[config.mk]
export PLATFORM = sky130hd
export DESIGN_NAME = uart_frame_tx_flat
export DESIGN_NICKNAME = d
export VERILOG_FILES = /design/src/rtl/uart_frame_tx_if.sv /design/src/rtl/uart_frame_tx.sv /design/src/flat_wrapper.sv
export SDC_FILE = /design/constraint.sdc
export NUM_CORES = 1
export LEC_CHECK = 0
export ABC_AREA = 1
export ABC_CLOCK_PERIOD_IN_PS = 1800
export BUFFER_PORTS_ARGS = -buffer_cell sky130_fd_sc_hd__buf_2
export CELL_PAD_IN_SITES_DETAIL_PLACEMENT = 2
export CELL_PAD_IN_SITES_GLOBAL_PLACEMENT = 2
export CORE_MARGIN = 3
export CORE_UTILIZATION = 30
export DETAILED_ROUTE_END_ITERATION = 7
export GPL_ROUTABILITY_DRIVEN = 0
export HOLD_SLACK_MARGIN = 0.06
export PLACE_DENSITY = 0.74
export RECOVER_POWER = 100
export SLEW_MARGIN = 20
export SYNTH_ARGS = -nofsm -noshare
export SYNTH_HDL_FRONTEND = slang
export SYNTH_SLANG_ARGS = --single-unit
[constraint.sdc]
create_clock -name clk -period 1.8 [get_ports clk]
set_input_delay 0.09 -clock clk [delete_from_list [all_inputs] [get_ports clk]]
set_output_delay 0.09 -clock clk [all_outputs]
set_load 0.02 [all_outputs]
[src/rtl/uart_frame_tx_if.sv]
// FIFO read-side bundle between the 80-to-8 byte FIFO and the framed UART transmitter.
// The transmitter is the master: it drives the pop strobe and consumes data/empty.
interface uart_frame_tx_if;
    logic [7:0] fifo_dout;
    logic       fifo_empty;
    logic       fifo_rd_en;

    modport master (
        input  fifo_dout,
        input  fifo_empty,
        output fifo_rd_en
    );

    modport slave (
        output fifo_dout,
        output fifo_empty,
        input  fifo_rd_en
    );
endinterface

[src/rtl/uart_frame_tx.sv]
// Framed 8N1 UART transmitter: SYNC byte, BYTES_PER_FRAME payload bytes
// pulled from the FIFO, then the XOR checksum of the payload, LSB first.
module uart_frame_tx #(
    parameter int          CLKS_PER_BIT    = 868,
    parameter int          BYTES_PER_FRAME = 10,
    parameter logic [7:0]  SYNC_BYTE       = 8'hA5
) (
    input  logic                  clk,
    input  logic                  reset,
    input  logic                  enable,
    uart_frame_tx_if.master       fifo,
    output logic                  tx,
    output logic                  busy,
    output logic [15:0]           frames_sent
);

    localparam int BW = $clog2(CLKS_PER_BIT);
    localparam logic [BW-1:0] BAUD_LAST = BW'(CLKS_PER_BIT - 1);
    localparam logic [8:0]    SLOT_CSUM = 9'(BYTES_PER_FRAME + 1);

    typedef enum logic [2:0] {
        S_IDLE,
        S_LOAD,
        S_START,
        S_DATA,
        S_STOP
    } state_t;

    state_t          r_state;
    logic [8:0]      r_slot;
    logic [7:0]      r_csum;
    logic [7:0]      r_shift;
    logic [BW-1:0]   r_baud;
    logic [2:0]      r_bit;
    logic            r_tx;
    logic            r_rd_en;
    logic            r_busy;
    logic [15:0]     r_frames_sent;

    logic            w_bit_done;

    assign w_bit_done      = (r_baud == BAUD_LAST);
    assign tx              = r_tx;
    assign busy            = r_busy;
    assign frames_sent     = r_frames_sent;
    assign fifo.fifo_rd_en = r_rd_en;

    // Frame sequencer: slot selection, bit timing and all registered outputs.
    always_ff @(posedge clk) begin
        if (reset) begin
            r_state       <= S_IDLE;
            r_slot        <= '0;
            r_csum        <= '0;
            r_shift       <= '0;
            r_baud        <= '0;
            r_bit         <= '0;
            r_tx          <= 1'b1;
            r_rd_en       <= 1'b0;
            r_busy        <= 1'b0;
            r_frames_sent <= '0;
        end else begin
            r_rd_en <= 1'b0;
            case (r_state)
                S_IDLE: begin
                    r_tx <= 1'b1;
                    if (enable && !fifo.fifo_empty) begin
                        r_state <= S_LOAD;
                        r_slot  <= '0;
                        r_csum  <= '0;
                        r_busy  <= 1'b1;
                    end
                end
                S_LOAD: begin
                    r_baud <= '0;
                    r_bit  <= '0;
                    if (r_slot == 9'd0) begin
                        r_shift <= SYNC_BYTE;
                        r_tx    <= 1'b0;
                        r_state <= S_START;
                    end else if (r_slot == SLOT_CSUM) begin
                        r_shift <= r_csum;
                        r_tx    <= 1'b0;
                        r_state <= S_START;
                    end else if (!fifo.fifo_empty) begin
                        r_shift <= fifo.fifo_dout;
                        r_csum  <= r_csum ^ fifo.fifo_dout;
                        r_rd_en <= 1'b1;
                        r_tx    <= 1'b0;
                        r_state <= S_START;
                    end else begin
                        // Payload underflow: hold the line idle until a byte arrives.
                        r_tx <= 1'b1;
                    end
                end
                S_START: begin
                    if (w_bit_done) begin
                        r_baud  <= '0;
                        r_bit   <= '0;
                        r_tx    <= r_shift[0];
                        r_state <= S_DATA;
                    end else begin
                        r_baud <= r_baud + 1'b1;
                    end
                end
                S_DATA: begin
                    if (w_bit_done) begin
                        r_baud <= '0;
                        if (r_bit == 3'd7) begin
                            r_tx    <= 1'b1;
                            r_state <= S_STOP;
                        end else begin
                            r_bit <= r_bit + 3'd1;
                            r_tx  <= r_shift[r_bit + 3'd1];
                        end
                    end else begin
                        r_baud <= r_baud + 1'b1;
                    end
                end
                S_STOP: begin
                    r_tx <= 1'b1;
                    if (w_bit_done) begin
                        r_baud <= '0;
                        if (r_slot == SLOT_CSUM) begin
                            r_frames_sent <= r_frames_sent + 16'd1;
                            r_busy        <= 1'b0;
                            r_state       <= S_IDLE;
                        end else begin
                            r_slot  <= r_slot + 9'd1;
                            r_state <= S_LOAD;
                        end
                    end else begin
                        r_baud <= r_baud + 1'b1;
                    end
                end
                default: begin
                    r_state <= S_IDLE;
                    r_tx    <= 1'b1;
                    r_busy  <= 1'b0;
                end
            endcase
        end
    end

endmodule

[src/flat_wrapper.sv]
// flat-port wrapper written by rule: the top's interface ports become plain ports
module uart_frame_tx_flat 
#(
    parameter int          CLKS_PER_BIT    = 868,
    parameter int          BYTES_PER_FRAME = 10,
    parameter logic [7:0]  SYNC_BYTE       = 8'hA5
)
  (clk, reset, enable, tx, busy, frames_sent, fifo_fifo_dout, fifo_fifo_empty, fifo_fifo_rd_en);
  uart_frame_tx_if fifo_i ();
  input  logic clk;
  input  logic reset;
  input  logic enable;
  output logic tx;
  output logic busy;
  output logic [15:0] frames_sent;
  input wire logic [$bits(fifo_i.fifo_dout)-1:0] fifo_fifo_dout;
  input wire logic [$bits(fifo_i.fifo_empty)-1:0] fifo_fifo_empty;
  output wire logic [$bits(fifo_i.fifo_rd_en)-1:0] fifo_fifo_rd_en;
  assign fifo_i.fifo_dout = fifo_fifo_dout;
  assign fifo_i.fifo_empty = fifo_fifo_empty;
  assign fifo_fifo_rd_en = fifo_i.fifo_rd_en;
  uart_frame_tx #(.CLKS_PER_BIT(CLKS_PER_BIT), .BYTES_PER_FRAME(BYTES_PER_FRAME), .SYNC_BYTE(SYNC_BYTE)) u_core (.clk(clk), .reset(reset), .enable(enable), .fifo(fifo_i), .tx(tx), .busy(busy), .frames_sent(frames_sent));
endmodule
# After elaboration in Yosys (flattened, before gate mapping)
# Index checks and enable logic that the tools add are counted.
[classes] n_addsub=4 magnitude_cmp=1 eq_ne=20 muxes=42 bitwise_logic=3 reduce_logical=19
[op_table] op="8-bit 2-to-1 mux" count=7
[op_table] op="3-bit 2-to-1 mux" count=11
[op_table] op="9-bit 2-to-1 mux" count=3
[op_table] op="10-bit one-hot mux with 2 select lines" count=1
[op_table] op="9-bit one-hot mux with 2 select lines" count=1
[op_table] op="16-bit by 1-bit adder with 16-bit output, second input constant" count=1
[op_table] op="8-bit one-hot mux with 2 select lines" count=1
[op_table] op="3-bit one-hot mux with 5 select lines" count=1
[op_table] op="1-bit 2-to-1 mux" count=12
[op_table] op="2-bit by 1-bit != test with 1-bit output, second input constant" count=6
[op_table] op="4-bit AND reduction" count=3
[op_table] op="10-bit by 1-bit adder with 10-bit output, second input constant" count=1
[op_table] op="10-bit equality test, second input constant" count=1
[op_table] op="10-bit 2-to-1 mux" count=1
[op_table] op="2-bit != test, second input constant" count=5
[op_table] op="9-bit by 1-bit adder with 9-bit output, second input constant" count=1
[op_table] op="9-bit by 4-bit equality test with 1-bit output, second input constant" count=1
[op_table] op="9-bit zero test" count=1
[op_table] op="3-bit one-hot mux with 3 select lines" count=1
[op_table] op="8-bit XOR" count=1
[op_table] op="3-bit by 2-bit equality test with 1-bit output, second input constant" count=2
[op_table] op="3-bit equality test, second input constant" count=2
[op_table] op="1-bit one-hot mux with 3 select lines" count=2
[op_table] op="6-bit AND reduction" count=1
[op_table] op="other kinds (17)" count=22
[totals] reg_bits=60 input_bits=12 output_inout_bits=19 elab_cells=99

# Longest topological paths before layout
# Gate-level depths: netlist of run 1.
[logic_depth] depth_word=6 depth_mapped=12 depth_no_buf=11

# Least setup slack after synthesis of run 1
# Ideal clock, no wire load.
[synth_timing] path_kind="register -> register" start="register u_core.r_slot[1]" end="register u_core.r_frames_sent[2] (netlist: u_core.frames_sent[2])" setup_ns=0.132 arrival_time_ns=1.439 t_required_ns=1.668 setup_slack_ns=0.229 stages_incl_launch_ff=10 n_path_buf=1 period_less_slack_ns=1.571 path_cell_list="dfxtp_1 ha_1 nand2_2 nor2_2 nand2_4 inv_2 nand3b_2 buf_2 nand2_1 a21oi_1"
[synth_between] elab_chain_cells=2
[synth_lines] item="start: declaration" line_no="uart_frame_tx.sv:30" source="logic [8:0] r_slot;"
[synth_lines] item="start signal: assignment" line_no="uart_frame_tx.sv:128" source="r_slot <= r_slot + 9'd1;"
[synth_lines] item="9-bit by 4-bit equality test with 1-bit output" line_no="uart_frame_tx.sv:123" source="if (r_slot == SLOT_CSUM) begin"
[synth_lines] item="3-bit AND reduction (no line)"
[synth_lines] item="end signal: assignment" line_no="uart_frame_tx.sv:124" source="r_frames_sent <= r_frames_sent + 16'd1;"
[synth_lines] item="end: declaration" line_no="uart_frame_tx.sv:38" source="logic [15:0] r_frames_sent;"
# No other way between the ends.
# A chain may end at the register's enable or synchronous reset.

# Worst setup path after layout of run 1
[layout_timing] start="register u_core.r_baud[0]" end="register u_core.r_frames_sent[8] (netlist: u_core.frames_sent[8])"
[layout_between] elab_chain_cells=2
[layout_lines] item="start: declaration" line_no="uart_frame_tx.sv:33" source="logic [BW-1:0] r_baud;"
[layout_lines] item="start signal: assignment" line_no="uart_frame_tx.sv:102" source="r_baud <= r_baud + 1'b1;"
[layout_lines] item="start signal: assignment" line_no="uart_frame_tx.sv:116" source="r_baud <= r_baud + 1'b1;"
[layout_lines] item="start signal: assignment" line_no="uart_frame_tx.sv:132" source="r_baud <= r_baud + 1'b1;"
[layout_lines] item="10-bit equality test" line_no="uart_frame_tx.sv:42" source="assign w_bit_done = (r_baud == BAUD_LAST);"
[layout_lines] item="3-bit AND reduction (no line)"
# No other way between the ends.

==> results by group, run 1 <==
Outcome
  – Outcome: complete, no violations

Clock network
  – CTS tree: yes
  – Clk_lat worst skew: 0.34 ns
  – Clock Path Buffers: 2
  – Clock Tree Root: clkbuf_16
  – Clock Sinks: 60
  – Cts bufs inserted: 9
  – CTS H-tree depth: 3
  – Clock Pin Slew Worst Setup and Hold Paths: 0.05 ns

GRT
  – Vias in the first global route: 4,225
  – Global-route wire length before repair: 20.4 mm
  – Global-route usage over all layers: 19.1%
  – Initial antenna violation count: 0
  – Total grt overflow: 0
  – Largest net degree at the start of global routing: 43

Floorplanning
  – Starting density of the core: 31.1%
  – Die width: 115 µm
  – Die height: 115 µm
  – Core area: 0.0116 mm²
  – Die ar.: 0.0133 mm²
  – Ports: 31
  – Cell Rows: 39

Synth
  – Yosys warning total: 0
  – Asr flop ratio synth: 0%
  – Multiplexer share of the synthesized area: 0%
  – Syn avg cell area: 6.43 µm²
  – Distinct cell type count after synthesis: 32
  – Mapped Cells: 559
  – Sequential fraction of the synthesis area: 33.4%
  – Yosys reg bits: 60
  – Adder-cell share of the synthesized area: 2.09%
  – Syn Nets: 577
  – Compound-cell area share of the yosys netlist: 8.46%
  – Largest family of logic cells by synthesized area: simple AND/OR/NAND/NOR gates
  – Post-Synth XOR/XNOR Area: 6.34%
  – Post-synthesis instance area: 0.00359 mm²
  – Post-synthesis simple-gate area fraction: 41.3%
  – EDFF count, synth: 0
  – Synth Flop Type: dfxtp_1

Power and ir drop
  – Switching power: 2.17 mW
  – Sequential share of power: 31.2%
  – VDD IR max: 0.467 mV
  – Static leakage: 1.81 nW
  – Pwr dens: 1220 mW/mm²
  – Cell internal pwr: 3.25 mW
  – Sw Share: 40.0%
  – Combinational power share: 39.0%
  – Power share of the clock group: 29.7%

STA
  – Max-slew violation total from the final report: 0
  – Final setup violation count: 0
  – Hold Violations, Final: 0
  – Tcrit/Tclk final: 95.6%
  – Tmin final: 1.72 ns
  – Peak Freq: 0.581 GHz
  – WHS: 0.158 ns
  – Max-Slew Margin vs Limit: 59.3%
  – Worst Skew: 0.00498 ns
  – Slew of the pin with the lowest slew margin: 0.610 ns

Route
  – Post-DR vias/cell: 5.02
  – Iter 0 DRT Violations: 106
  – # DRC: 0
  – Final wirelength: 12.1 mm
  – Via count: 3,817
  – Initial DRT Pass Iterations: 4
  – Detail Route Antenna Nets: 0
  – DR WL/cell: 16.0 µm

Job
  – Max Cap Viol: 0

Critical path
  – R2r startpoint: u_core.r_baud[0]$_SDFFE_PP0P_
  – Critical path type: flop to flop
  – Worst Setup SP: u_core.r_baud[0]$_SDFFE_PP0P_
  – Worst-path fanout max: 7
  – RR Endpoint: u_core.frames_sent[8]$_SDFFE_PP0P_
  – CP Launch Type: flop
  – R2r setup slk: 0.08 ns
  – Critical Path RT: 2.06 ns
  – R2R cell count: 9
  – Worst Path Arrival: 1.98 ns
  – CP endpoint kind: flop

Worst hold path
  – Worst hold start: fifo_fifo_dout[7]
  – Hold endpoint: u_core.r_shift[7]$_SDFFE_PP0P_
  – Hold depth: 5
  – Worst min-delay path class: input port to flop

Place
  – Post-DP Area: 0.00400 mm²
  – Post-DP HPWL: 8.61 mm
  – Number of port buffers: 30

Cells and area
  – Antenna diodes: 0
  – Area grow syn2layout: 23.1%
  – Nets: 632
  – Fraction of layout cells with a size suffix above 1: 14.6%
  – Final Cell Area: 0.00442 mm²
==> final cells by class <==
cell class / instances / area (µm²)
Tap cell: 143 / 179
Inverter: 56 / 216
Fill cell: 1431 / 7140
Clock buffer: 13 / 260
Clock inverter: 2 / 10.0
Multi-Input combinational cell: 428 / 2150
Timing Repair Buffer: 59 / 402
Sequential cell: 60 / 1210
==> timing repair <==
item,in CTS,in global routing
hold buffers,1,0
pin swaps,0,6
resized for setup,2,18
setup endpoints to repair,8,52
buffers inserted,0,8
gates cloned,0,1
hold endpoints to repair,1,0
==> power groups by stage <==
stage	clock [mW]	combinational, mW	sequential, mW
2_1_floorplan	0	1.35	1.69
6_report	1.61	2.11	1.69
4_1_cts	1.67	2.03	1.68
5_1_grt	1.73	2.43	1.72
3_5_place_dp	0	1.99	1.71
3_3_place_gp	0	1.90	1.69
==> sequential cells by signal, summed over array words and instances (netlist names) <==
register	flops
u_core.r_baud	10
u_core.r_slot	9
u_core.r_csum	8
u_core.r_bit	3
u_core.fifo.fifo_rd_en	1
u_core.r_shift	8
u_core.r_state	3
u_core.frames_sent	16
u_core.busy	1
u_core.tx	1
==> cells in the mapped netlist (5+ instances only) <==
library cell  count  area share, %
xor2_1           14            3.4
ha_1              6            2.1
dfxtp_1          60             33
nor3_1            6           0.84
a21oi_1          44            6.1
inv_2             5           0.52
o21ai_0           6           0.84
nand2_1         182             19
xnor2_1          12            2.9
nor2_1           74            7.7
nand4_1          15            2.6
nand2_2           8            1.4
nand3_1          38            5.3
clkbuf_1          7           0.73
inv_1            51            5.3
==> cell families (layout without fill, tap and decap cells) <==
kind of cell | after synthesis | after routing
AOI/OAI and AO/OA | 56 | 56
DFF | 60 | 60
adders and majority gates | 6 | 6
xor gates and xnor gates | 26 | 26
and+or+nand+nor | 340 | 340
buffers and inverters | 71 | 130
==> layout by cell type, fill, tap and decap left out, types with 3 or more instances in the layout <==
master       n
nand3_1     38
nand2_2      8
xor2_1      14
o21ai_0      6
a21oi_1     44
ha_1         4
xnor2_1     12
inv_1       50
nand3b_1     3
nor2_1      73
dfxtp_1     56
dfxtp_2      4
nand2_4      4
nor2_4       4
buf_2       11
clkbuf_16   10
nor3_1       5
buf_12       3
nand4_1     15
inv_2        4
nand2_1    180
clkbuf_1    21
buf_4       24
==> layer usage <==
layer / routed length, µm / part of all wire, % / GRT usage [%] / vias to the layer above
li1: - / - / - / 1882
met1: 5320 / 44 / 22.7 / 1879
met2: 6330 / 52 / 34.7 / 39
met3: 259 / 2.1 / 2.77 / 17
met4: 228 / 1.9 / 7.51 / 0
met5: 0 / 0 / 0 / -
==> worst max-delay path: stages (launching register included) <==
cell	delay, ns
dfxtp_2	0.35
ha_2	0.20
nand2_1	0.10
nor2_4	0.15
nand3_4	0.14
nor3_4	0.23
buf_12	0.15
clkbuf_16	0.14
nand2_1	0.05
a21oi_1	0.15
==> how the worst max path moves through the flow <==
stage,end
finish,u_core.frames_sent[8]$_SDFFE_PP0P_
global route,u_core.r_baud[5]$_SDFFE_PP0P_
CTS,u_core.r_baud[5]$_SDFFE_PP0P_
detailed placement,u_core.r_slot[1]$_SDFFE_PP0P_
global placement,u_core.r_slot[1]$_SDFFE_PP0P_
floorplan,u_core.frames_sent[2]$_SDFFE_PP0P_
==> stage by stage <==
step	setup TNS [ns]	power (mW)	instances	setup slack, ns	util, %
floorplan	0	3.03	559	0.229	-
global placement	0	3.59	736	0.00918	34.6
detailed placement	-0.0567	3.70	736	-0.0549	34.6
CTS	0	5.39	752	0.000437	37.1
global route	-0.695	5.87	761	-0.0631	38.2
finish	0	5.41	761	0.0798	38.2
No activity file was read; power rests on OpenSTA's default activity.
==> run 2, diff against run 1 <==
- PLACE_DENSITY: 0.74 -> unset
- PLACE_DENSITY_LB_ADDON: unset -> 0.1
==> run 2 against run 1 <==
Critical path depth fell by 1. Final area fell by 0.42%. First-iteration DRC count fell by 36%. Routed wire length down 5.5%. Maximum frequency is 5.2% higher. Combinational power about the same. Total power is 4.5% higher. Register-to-register slack improved by 0.09 ns. Count of clock-buffer cells in the layout unchanged. Via count decreased by 1.6%. Non-clock buffer count is 2 lower.
==> results by group, run 2 (same netlist as run 1, synthesis figures left out) <==
Outcome
  – Outcome: complete, no violations

Floorplanning
  – Cell Rows: 39
  – Die width: 115 µm
  – Die height: 115 µm
  – Starting density of the core: 31.1%
  – Ports: 31
  – Die ar.: 0.0133 mm²
  – Core area: 0.0116 mm²

GRT
  – Vias in the first global route: 4,208
  – Largest net degree at the start of global routing: 43
  – Global-route wire length before repair: 19.7 mm
  – Global-route usage over all layers: 18.5%
  – Initial antenna violation count: 0
  – Total grt overflow: 0

Critical path
  – CP Launch Type: flop
  – CP most frequent cell: nand2_1
  – WP buf/inv: 1
  – Critical Path RT: 1.99 ns
  – Critical path type: flop to flop
  – CP Cell Sequence: ha_2 -> nand2_1 -> nor2_4 -> nand3_4 -> nand3b_2 -> buf_4 -> nand2_1 -> a21oi_1
  – Critical path's largest stage delay: 0.35 ns
  – Worst-path fanout max: 16
  – Max stage delay cell, worst path: dfxtp_1
  – Worst Path Arrival: 1.83 ns
  – Family with the most delay on the worst path: simple AND/OR/NAND/NOR gates
  – CP endpoint kind: flop

STA
  – Peak Freq: 0.612 GHz
  – Max-slew violation total from the final report: 0
  – Setup WS post-layout: 0.165 ns
  – Worst Skew: 0.0102 ns
  – Slew of the pin with the lowest slew margin: 0.556 ns
  – Final setup violation count: 0
  – Max-Slew Margin vs Limit: 62.9%
  – Hold Violations, Final: 0
  – RSZ-0062 raised after global routing: no
  – WHS: 0.143 ns
  – Tmin final: 1.64 ns
  – Tcrit/Tclk final: 90.8%

Power and ir drop
  – Pwr dens: 1280 mW/mm²
  – Overall power: 5.66 mW
  – Static leakage: 1.83 nW
  – VDD IR max: 0.428 mV

Cells and area
  – Filler cells: 1,432
  – Area grow syn2layout: 22.6%
  – Fraction of layout cells with a size suffix above 1: 14.4%
  – Antenna diodes: 0
  – Max reg flops: 16
  – Final Core Density: 38.1%
  – Commonest cells after routing, fill and taps aside: nand2_1, nor2_1, dfxtp_1, inv_1, a21oi_1
  – Most common cell after layout, fill and taps aside: nand2_1
  – Nets: 630

Route
  – DR WL/cell: 15.1 µm
  – Via count: 3,757
  – Initial DRT Pass Iterations: 4
  – # DRC: 0
  – Post-DR vias/cell: 4.94
  – Iter 0 DRT Violations: 68
  – Detail Route Antenna Nets: 0
  – Final wirelength: 11.5 mm

Place
  – Post-DP HPWL: 8.49 mm
  – Setup WS pre-CTS: -0.0834 ns
  – Number of port buffers: 30

Clock network
  – Clock Pin Slew Worst Setup and Hold Paths: 0.06 ns
  – Cts bufs inserted: 9
  – Clk_lat worst skew: 0.34 ns
  – CTS H-tree depth: 3
  – Clock Tree Root: clkbuf_16
  – Clock Path Buffers: 2
  – Clock Sinks: 60
  – CTS tree: yes

Worst hold path
  – Worst min-delay path class: input port to flop

Job
  – Max Cap Viol: 0
[run 2: cell count changes in the layout (fill, tap and decap cells not counted), moves of 2 or more]
cell      before  now
nand2_2        8    5
clkbuf_1      21   18
nand3_2        1    3
clkbuf_8       2    4
inv_2          4    6
nand2_1      180  183
[run 2: path summary, 6_finish.rpt]
kind,endpoint,cells past startpoint,slack [ns],startpoint
hold / removal,u_core.r_shift[7]$_SDFFE_PP0P_,5,0.14,fifo_fifo_dout[7]
setup reg to reg,u_core.frames_sent[6]$_SDFFE_PP0P_,8,0.16,u_core.r_baud[1]$_SDFFE_PP0P_
setup / recovery,u_core.frames_sent[6]$_SDFFE_PP0P_,8,0.16,u_core.r_baud[1]$_SDFFE_PP0P_
hold reg to reg,u_core.busy$_SDFFE_PP0P_,2,0.48,u_core.busy$_SDFFE_PP0P_
[run 2: tightest hold or removal path: stages]
cell     delay (ns)
buf_2          0.10
nand2_1        0.05
nand3_1        0.07
nor2_1         0.05
nor2_1         0.09
[run 2: cell type report]
class | instances | area (µm²) | share of cell area (%)
Multi-Input combinational cell | 428 | 2130 | 48.4
Sequential cell | 60 | 1200 | 27.4
Timing Repair Buffer | 57 | 358 | 8.13
Clock buffer | 13 | 280 | 6.36
Inverter | 56 | 210 | 4.77
Tap cell | 143 | 179 | 4.06
Clock inverter | 3 | 42.5 | 0.966
[run 2: repair_timing]
action | in CTS | in global routing
hold endpoints to repair | 1 | 0
hold buffers | 1 | 0
resized for setup | 3 | 13
setup endpoints to repair | 7 | 46
pin swaps | 2 | 4
buffers inserted | 1 | 4
[run 2: per-stage QoR]
step	cells	setup TNS, ns	instance area (µm²)
floorplan	559	0	3590
global placement	738	-0.0432	4000
detailed placement	738	-0.189	4000
CTS	756	0	4370
global route	760	0	4400
finish	760	0	4400
[run 2: where the power goes]
part           internal (mW)  switching, mW
logic                  0.746           1.37
clock network           1.22          0.636
registers               1.52          0.161
total                   3.49           2.17
[run 2: layer usage]
metal	part of all wire (%)	vias up	routed length (µm)	track usage, %
li1	-	1876	-	-
met5	0	-	0	0
met4	2.0	0	226	7.59
met1	45	1826	5160	21.2
met2	51	40	5810	34.3
met3	2.4	15	270	2.87
==> run 3, diff against run 2 <==
- ABC_CLOCK_PERIOD_IN_PS: 1800 -> 1700
- clock period: 1.8 -> 1.7 ns (I/O delays scaled with it)
==> run 3 against run 2 <==
Critical path type unchanged. Critical endpoint is now u_core.frames_sent[10]$_SDFFE_PP0P_. Utilization up 0.77 points. Final area up 2.0%. Clock power down 9%. Largest power group unchanged. Global-route usage up 0.36 points.
==> results by group, run 3 (same netlist as run 1, synthesis figures left out) <==
Outcome
  – Outcome: complete, no violations

GRT
  – Total grt overflow: 0
  – Vias in the first global route: 4,074
  – Initial antenna violation count: 0
  – Largest net degree at the start of global routing: 43
  – Global-route wire length before repair: 20.1 mm
  – Global-route usage over all layers: 18.9%

Route
  – Detail Route Antenna Nets: 0
  – # DRC: 0
  – Iter 0 DRT Violations: 122
  – Post-DR vias/cell: 4.95
  – Initial DRT Pass Iterations: 4
  – Via count: 3,776
  – Final wirelength: 12.1 mm
  – DR WL/cell: 15.9 µm

Critical path
  – Worst-path fanout max: 8
  – Family with the most delay on the worst path: simple AND/OR/NAND/NOR gates
  – Max stage delay cell, worst path: dfxtp_4
  – CP Cell Sequence: ha_4 -> nand2_2 -> nor2_4 -> nand2_4 -> nor3_4 -> buf_12 -> clkbuf_16 -> nand2_1 -> a21oi_1
  – WP buf/inv: 2
  – CP Launch Type: flop
  – Worst Path Arrival: 1.87 ns
  – Critical path type: flop to flop
  – Critical Path RT: 1.96 ns
  – CP endpoint kind: flop
  – Critical path's largest stage delay: 0.38 ns

STA
  – WHS: 0.141 ns
  – Setup WS post-layout: 0.0831 ns
  – RSZ-0062 raised after global routing: yes
  – Peak Freq: 0.618 GHz
  – Tmin final: 1.62 ns
  – Max-Slew Margin vs Limit: 60.4%
  – Slew of the pin with the lowest slew margin: 0.594 ns
  – Final setup violation count: 0
  – Worst Skew: 0.00496 ns
  – Setup TNS: 0 ns
  – Hold Violations, Final: 0
  – Max-slew violation total from the final report: 0
  – Tcrit/Tclk final: 95.1%

Power and ir drop
  – Combinational power share: 40.3%
  – Cell internal pwr: 3.47 mW
  – Static leakage: 1.83 nW
  – Power share of the clock group: 28.9%
  – Sw Share: 40.8%
  – Switching power: 2.39 mW
  – Overall power: 5.86 mW
  – VDD IR max: 0.452 mV
  – Pwr dens: 1300 mW/mm²
  – Sequential share of power: 30.8%

Place
  – Dpl cells: 743
  – Number of port buffers: 30
  – Setup WS pre-CTS: -0.123 ns
  – Post-DP HPWL: 8.68 mm

Cells and area
  – Post-Layout Cell Count: 763
  – Fraction of layout cells with a size suffix above 1: 15.8%
  – Multi-input gate area: 0.00220 mm²
  – Max reg flops: 16
  – Nets: 633
  – Antenna diodes: 0
  – Area grow syn2layout: 25.0%
  – Commonest cells after routing, fill and taps aside: nand2_1, nor2_1, dfxtp_1, inv_1, a21oi_1
  – Filler cells: 1,419
  – FF+latch area: 0.00121 mm²
  – Most common cell after layout, fill and taps aside: nand2_1

Floorplanning
  – Ports: 31
  – Core area: 0.0116 mm²
  – Starting density of the core: 31.1%
  – Die ar.: 0.0133 mm²
  – Cell Rows: 39
  – Die height: 115 µm
  – Die width: 115 µm

Clock network
  – Clock Pin Slew Worst Setup and Hold Paths: 0.06 ns
  – Clock Sinks: 60
  – Clock Tree Root: clkbuf_16
  – CTS tree: yes
  – Clk_lat worst skew: 0.34 ns
  – CTS H-tree depth: 3
  – Clock Path Buffers: 2
  – Cts bufs inserted: 9

Worst hold path
  – Worst min-delay path class: input port to flop

Job
  – Max Cap Viol: 0
==> run 3: cell types whose count changed in the layout (fill, tap and decap cells not counted), moves of 2 or more <==
cell and delta:
buf_12 +2, nand2_1 -2, nor2_4 +2, dfxtp_4 +2, inv_1 -2, clkbuf_8 -3, clkbuf_1 +5, nor2_1 -3
ha_4 +2
==> run 3: per-layer routing <==
layer	vias to the layer above	routed length, µm	share of wire, %	GRT usage, %
met4	0	178	1.5	6.42
met3	14	269	2.2	3.29
met5	-	0	0	0
met1	1828	5570	46	24.0
met2	42	6130	50	32.4
li1	1892	-	-	-
==> run 3: what timing repair did <==
item	in CTS	in global routing
cloned	0	1
buffers inserted	0	2
hold buffers	1	0
pin swaps	2	3
endpoints found under the setup margin	26	52
hold endpoints to repair	1	0
resized for setup	7	27
==> run 3: per-stage QoR <==
| step | utilization, % | cell area, µm² |
|---|---|---|
| floorplan | - | 3590 |
| global placement | 35.1 | 4060 |
| detailed placement | 35.1 | 4060 |
| CTS | 37.8 | 4370 |
| global route | 38.9 | 4490 |
| finish | 38.9 | 4490 |
==> run 3: area by class of cell <==
type                       count  share of cell area [%]
multi-input combinational    428                    49.1
sequential                    60                    27.0
timing repair buffer          60                    9.38
clock buffer                  14                    5.65
inverter                      56                    4.73
tap                          143                    3.98
clock inverter                 2                   0.223
==> run 3: path summary, 6_finish.rpt <==
kind / start / end / slack (ns) / depth (start not counted)
max reg2reg: u_core.r_slot[1]$_SDFFE_PP0P_ / u_core.frames_sent[10]$_SDFFE_PP0P_ / 0.08 / 9
max: u_core.r_slot[1]$_SDFFE_PP0P_ / u_core.frames_sent[10]$_SDFFE_PP0P_ / 0.08 / 9
min reg2reg: u_core.busy$_SDFFE_PP0P_ / u_core.busy$_SDFFE_PP0P_ / 0.48 / 2
min: fifo_fifo_dout[7] / u_core.r_shift[7]$_SDFFE_PP0P_ / 0.14 / 5
==> run 3: power by group through the flow <==
stage | Sequential [mW] | Combinational [mW] | Clock [mW]
2_1_floorplan | 1.78 | 1.42 | 0
3_3_place_gp | 1.79 | 2.14 | 0
3_5_place_dp | 1.80 | 2.24 | 0
4_1_cts | 1.77 | 2.29 | 1.74
5_1_grt | 1.84 | 2.68 | 1.80
6_report | 1.81 | 2.36 | 1.69
==> run 3: tightest hold or removal path, stage by stage <==
cell     delay, ns
buf_2         0.10
nand2_1       0.05
nand3_1       0.08
nor2_1        0.05
nor2_1        0.08
